--- src/rtl/borrow_skip_subtractor_seq_pkg.sv ---
`default_nettype none
// Shared block width and FSM state type for the Adders-Mania subtract unit.
package adders_pkg;
  localparam int BLK = 4;

  typedef enum logic [1:0] {
    IDLE = 2'd0,
    RUN  = 2'd1,
    DONE = 2'd2
  } sub_state_t;
endpackage
`default_nettype wire

--- src/rtl/borrow_skip_subtractor_seq_block.sv ---
`default_nettype none
// Combinational BLK-bit borrow-skip subtract block: d = a - b - bin over one slice.
module borrow_skip_block
  import adders_pkg::*;
(
  input  logic [BLK-1:0] a,
  input  logic [BLK-1:0] b,
  input  logic           bin,
  output logic [BLK-1:0] d,
  output logic           bout,
  output logic           prop
);
  logic [BLK-1:0] p;
  logic [BLK-1:0] g;
  logic [BLK:0]   bc;

  always_comb begin
    p     = ~(a ^ b);
    g     = ~a & b;
    bc    = '0;
    bc[0] = bin;
    d     = '0;
    for (int i = 0; i < BLK; i++) begin
      d[i]    = a[i] ^ b[i] ^ bc[i];
      bc[i+1] = g[i] | (p[i] & bc[i]);
    end
    prop = &p;
    // A fully propagating block hands the incoming borrow straight through.
    bout = prop ? bin : bc[BLK];
  end
endmodule
`default_nettype wire

--- src/rtl/borrow_skip_subtractor_seq.sv ---
`default_nettype none
// Sequential N-bit subtractor: one borrow-skip block per cycle, LSB block first,
// behind a valid/ready handshake on both sides.
module borrow_skip_subtractor_seq
  import adders_pkg::*;
#(
  parameter int N = 32
) (
  input  logic         clk,
  input  logic         rst_n,
  input  logic         in_valid,
  output logic         in_ready,
  input  logic [N-1:0] a,
  input  logic [N-1:0] b,
  input  logic         bin,
  output logic         out_valid,
  input  logic         out_ready,
  output logic [N-1:0] diff,
  output logic         bout,
  output logic         ovf
);
  localparam int NBLK = N / BLK;
  localparam int KW   = (NBLK > 1) ? $clog2(NBLK) : 1;

  sub_state_t     state;
  sub_state_t     state_nx;
  logic [KW-1:0]  k;
  logic [N-1:0]   a_r;
  logic [N-1:0]   b_r;
  logic [N-1:0]   diff_r;
  logic           borrow_r;
  logic           bout_r;
  logic           ovf_r;

  logic [BLK-1:0] blk_a;
  logic [BLK-1:0] blk_b;
  logic [BLK-1:0] blk_d;
  logic           blk_bout;
  logic           blk_prop;
  logic           borrow_nx;
  logic           last_blk;

  assign blk_a    = a_r[k*BLK +: BLK];
  assign blk_b    = b_r[k*BLK +: BLK];
  assign last_blk = (k == KW'(NBLK - 1));

  borrow_skip_block u_blk (
    .a    (blk_a),
    .b    (blk_b),
    .bin  (borrow_r),
    .d    (blk_d),
    .bout (blk_bout),
    .prop (blk_prop)
  );

  // Skip select repeated at the register input so the bypass feeds the borrow flop directly.
  assign borrow_nx = blk_prop ? borrow_r : blk_bout;

  always_ff @(posedge clk or negedge rst_n) begin
    if (!rst_n) begin
      state <= IDLE;
    end else begin
      state <= state_nx;
    end
  end

  always_comb begin
    state_nx = state;
    case (state)
      IDLE:    if (in_valid)  state_nx = RUN;
      RUN:     if (last_blk)  state_nx = DONE;
      DONE:    if (out_ready) state_nx = IDLE;
      default:                state_nx = IDLE;
    endcase
  end

  always_ff @(posedge clk or negedge rst_n) begin
    if (!rst_n) begin
      k        <= '0;
      a_r      <= '0;
      b_r      <= '0;
      diff_r   <= '0;
      borrow_r <= 1'b0;
      bout_r   <= 1'b0;
      ovf_r    <= 1'b0;
    end else begin
      case (state)
        IDLE: begin
          if (in_valid) begin
            a_r      <= a;
            b_r      <= b;
            borrow_r <= bin;
            k        <= '0;
          end
        end
        RUN: begin
          diff_r[k*BLK +: BLK] <= blk_d;
          borrow_r             <= borrow_nx;
          k                    <= k + KW'(1);
          if (last_blk) begin
            bout_r <= borrow_nx;
            ovf_r  <= (a_r[N-1] ^ b_r[N-1]) & (blk_d[BLK-1] ^ a_r[N-1]);
          end
        end
        default: ;
      endcase
    end
  end

  assign in_ready  = (state == IDLE);
  assign out_valid = (state == DONE);
  assign diff      = diff_r;
  assign bout      = bout_r;
  assign ovf       = ovf_r;
endmodule
`default_nettype wire

--- config.mk ---
export PLATFORM = sky130hd
export DESIGN_NAME = borrow_skip_subtractor_seq
export DESIGN_NICKNAME = d
export VERILOG_FILES = /design/src/rtl/borrow_skip_subtractor_seq_pkg.sv /design/src/rtl/borrow_skip_subtractor_seq_block.sv /design/src/rtl/borrow_skip_subtractor_seq.sv
export SDC_FILE = /design/constraint.sdc
export NUM_CORES = 1
export LEC_CHECK = 0
export ABC_AREA = 1
export BUFFER_PORTS_ARGS = -buffer_cell sky130_fd_sc_hd__buf_2
export CAP_MARGIN = 20
export CORE_ASPECT_RATIO = 2
export CORE_MARGIN = 2
export CORE_UTILIZATION = 45
export DETAILED_ROUTE_END_ITERATION = 10
export PLACE_DENSITY = 0.66
export SYNTH_ARGS = -nofsm -noshare
export SYNTH_HDL_FRONTEND = slang
export SYNTH_SLANG_ARGS = --single-unit
--- constraint.sdc ---
create_clock -name clk -period 6.21 [get_ports clk]
set_clock_uncertainty 0.2 [all_clocks]
set_input_delay 0.621 -clock clk [delete_from_list [all_inputs] [get_ports clk]]
set_output_delay 0.621 -clock clk [all_outputs]
set_load 0.005 [all_outputs]
==> run_results.csv <==
group,metric,value,unit
run_status,status,"finished clean",
global_routing,grt_use_total,0.223,
synth,synth_fp_nets,749,
die,top_level_ports,105,
placed_design,numPortBuffers,104,
clock_network,post-cts-setup-buffers,0,
final_layout,nets,835,
clock_network,numCtsBuffers,9,
synth,syn_area_per_cell,7.83,um^2
sta,tns,0,ns
worst_setup_path,critPathBufInv,4,
clock_network,clock_sinks,104,
global_routing,gr-total-overflow,0,
routing,vias,4525,
clock_network,root_buffer,"clkbuf_16",
global_routing,grt_pass1_wl,21500,um
synth,yosys_warnings,0,
clock_network,cts_resized,0,
power_and_ir_drop,p_sw_frac,0.464,
synth,ys_seq_area_frac,0.500,
die,die_h,156,um
power_and_ir_drop,powerDensity,577,mW/mm^2
synth,syn_inst,665,
power_and_ir_drop,p_seq_frac,0.331,
global_routing,antenna_found_initial,0,
placed_design,dp_hpwl,10100,um
min_path,hp-class,"in2async",
job,cap_violations,0,
clock_network,cts_tree,"done",
worst_setup_path,rr_startpoint,"k[0]$_DFFE_PN0P_",
worst_setup_path,cp-start-kind,"flop",
power_and_ir_drop,switching_power,0.00162,W
routing,wl,13100,um
final_layout,num_antenna_cells,0,
synth,ys_seq_elements,104,
worst_setup_path,critPathTopFamily,"adder cells",
sta,rsz0062_at_grt,"no",
routing,postRouteAntennaNets,0,
clock_network,cts.clk_slew.worst_paths,0.07,ns
final_layout,final_layout_size_suffix_gt1_frac,0.187,
worst_setup_path,crit_path_max_incr_delay,0.50,ns
worst_setup_path,worstSetupPathType,"reg2reg",
power_and_ir_drop,power_frac_clock,0.160,
synth,synth_area,0.00521,mm^2
power_and_ir_drop,combPwrFrac,0.510,
die,fp.dieArea,0.0125,mm^2
global_routing,grt_pass1_vias,4415,
worst_setup_path,cp-end-kind,"flop",
sta,tightestPinTransition,0.738,ns
worst_setup_path,path_max_fanout,49,
worst_setup_path,worst_ep_arrival_time,3.94,ns
die,start_util,0.461,
sta,fin_crit_sh,0.621,
power_and_ir_drop,power_leakage,3.32,nW
routing,vias_per_cell,5.04,
sta,hold_viol,0,
sta,slew_violations,0,
clock_network,insertion_delay,0.34,ns
die,core.rowCount,55,
global_routing,grt_max_degree,81,
placed_design,gp_congestion,0.910,
routing,wl_per_cell,14.6,um
sta,clock.fmax,0.259,GHz
sta,finalCriticalPeriod,3.86,ns
worst_setup_path,crit_chain,"buf_4 > inv_2 > o21ai_0 > nand3_1 > nand2_1 > fa_1 > inv_1 > fa_1 > fa_1 > inv_1 > fa_1 > nor2_1 > nand2_1 > nor2_1 > nand3_1 > nand2_1",
die,core-area,0.0113,mm^2
worst_setup_path,setup.worst_path.start,"k[0]$_DFFE_PN0P_",
routing,drc,0,
synth,synth.distinct_cells,25,
routing,firstDrtPassIters,6,
worst_setup_path,cp_common_cell,"fa_1",
clock_network,htree_num_levels,3,
final_layout,stdcell_count,898,
routing,drtIter0Drc,236,
power_and_ir_drop,intPower,0.00187,W
sta,slew_headroom,0.508,
final_layout,syn2layout_area_growth,16.3,%
die,fp.dieW,80.1,um
worst_setup_path,cp.required,6.30,ns
worst_setup_path,cpMaxStageDelayCell,"fa_1",
clock_network,cts.path.max_buffers,2,
clock_network,holdBufCountCts,0,
sta,setup_viol,0,
power_and_ir_drop,max-vdd-ir-drop,0.309,mV
placed_design,dp.cells,882,
## synth_stat cells (all sizes together)
| cell type | number | area share |
|---|---|---|
| a21oi | 16 | 0.015 |
| buf | 23 | 0.029 |
| clkbuf | 12 | 0.0086 |
| clkinv | 1 | 0.00096 |
| dfrtp | 104 | 0.50 |
| fa | 4 | 0.015 |
| ha | 11 | 0.026 |
| inv | 30 | 0.022 |
| nand2 | 236 | 0.17 |
| nand3 | 87 | 0.089 |
| nand4 | 1 | 0.0012 |
| nor2 | 87 | 0.068 |
| o211ai | 5 | 0.0072 |
| o21ai | 46 | 0.044 |
| o22ai | 1 | 0.0012 |
| o31ai | 1 | 0.0014 |
## layout by cell type, fill, tap and decap left out, drive strengths merged
master    count
clkinvlp      3
bufinv        1
buf         110
o21ai        46
fa            4
a21oi        16
dfrtp       104
clkbuf       11
nand4         1
nand3        87
o31ai         1
nand2       236
o22ai         1
clkinv        2
o211ai        5
inv          30
nor2         87
ha           11
## flip-flops by register name (all words and copies together) (netlist names)
signal    cells
a_r          32
b_r          32
diff         32
k             3
state         2
borrow_r      1
bout          1
ovf           1
## power groups by stage
stage	Combinational, W	Clock, W	Sequential, W
4_1_cts	0.00179	0.000566	0.00116
3_3_place_gp	0.00174	0	0.00117
5_1_grt	0.00204	0.000596	0.00119
2_1_floorplan	0.00129	0	0.00111
3_5_place_dp	0.00178	0	0.00117
6_report	0.00178	0.000557	0.00116
## cell type report
type / count / area, um^2
timing repair buffer: 110 / 568
multi-input combinational: 495 / 2300
inverter: 31 / 118
tap: 142 / 178
clock inverter: 5 / 57.6
sequential: 104 / 2600
fill: 1103 / 5230
clock buffer: 11 / 233
## cell families after synthesis
kind of cell	count (synthesis)	share of synthesized area
AOI/OAI and AO/OA	69	0.0694
adders and majority gates	15	0.0418
buffers and inverters	66	0.0603
DFF	104	0.500
and+or+nand+nor	411	0.329
## metal layers
metal	vias up	wire, um	part of all wire	GRT usage
li1	2291	-	-	-
met1	2092	4780	0.37	0.234
met2	106	7200	0.55	0.406
met4	0	734	0.056	0.134
met3	36	373	0.028	0.0341
met5	-	0	0	0
## path summary, 6_finish.rpt
| kind | to | slack (ns) | cells past startpoint |
|---|---|---|---|
| hold / removal | b_r[26]$_DFFE_PN0P_ | 0.11 | 1 |
| hold reg to reg | a_r[4]$_DFFE_PN0P_ | 0.27 | 2 |
| min in group clk | state[1]$_DFFE_PN0P_ | 0.27 | 2 |
| setup / recovery | diff[31]$_DFFE_PN0P_ | 2.35 | 16 |
| max in group asynchronous | diff[16]$_DFFE_PN0P_ | 4.56 | 2 |
| setup reg to reg | diff[31]$_DFFE_PN0P_ | 2.35 | 16 |
## through the flow
stage | util | setup WS (ns) | power, W | hold WS, ns | area, um^2
global route | 0.536 | 2.03 | 0.00383 | 0.150 | 6050
CTS | 0.536 | 2.35 | 0.00352 | 0.122 | 6050
finish | 0.536 | 2.35 | 0.00349 | 0.106 | 6050
floorplan | - | 2.90 | 0.00240 | 0.125 | 5210
detailed placement | 0.511 | 2.38 | 0.00295 | 0.257 | 5760
global placement | 0.511 | 2.45 | 0.00290 | 0.257 | 5760
No activity file was read; power rests on OpenSTA's default activity.
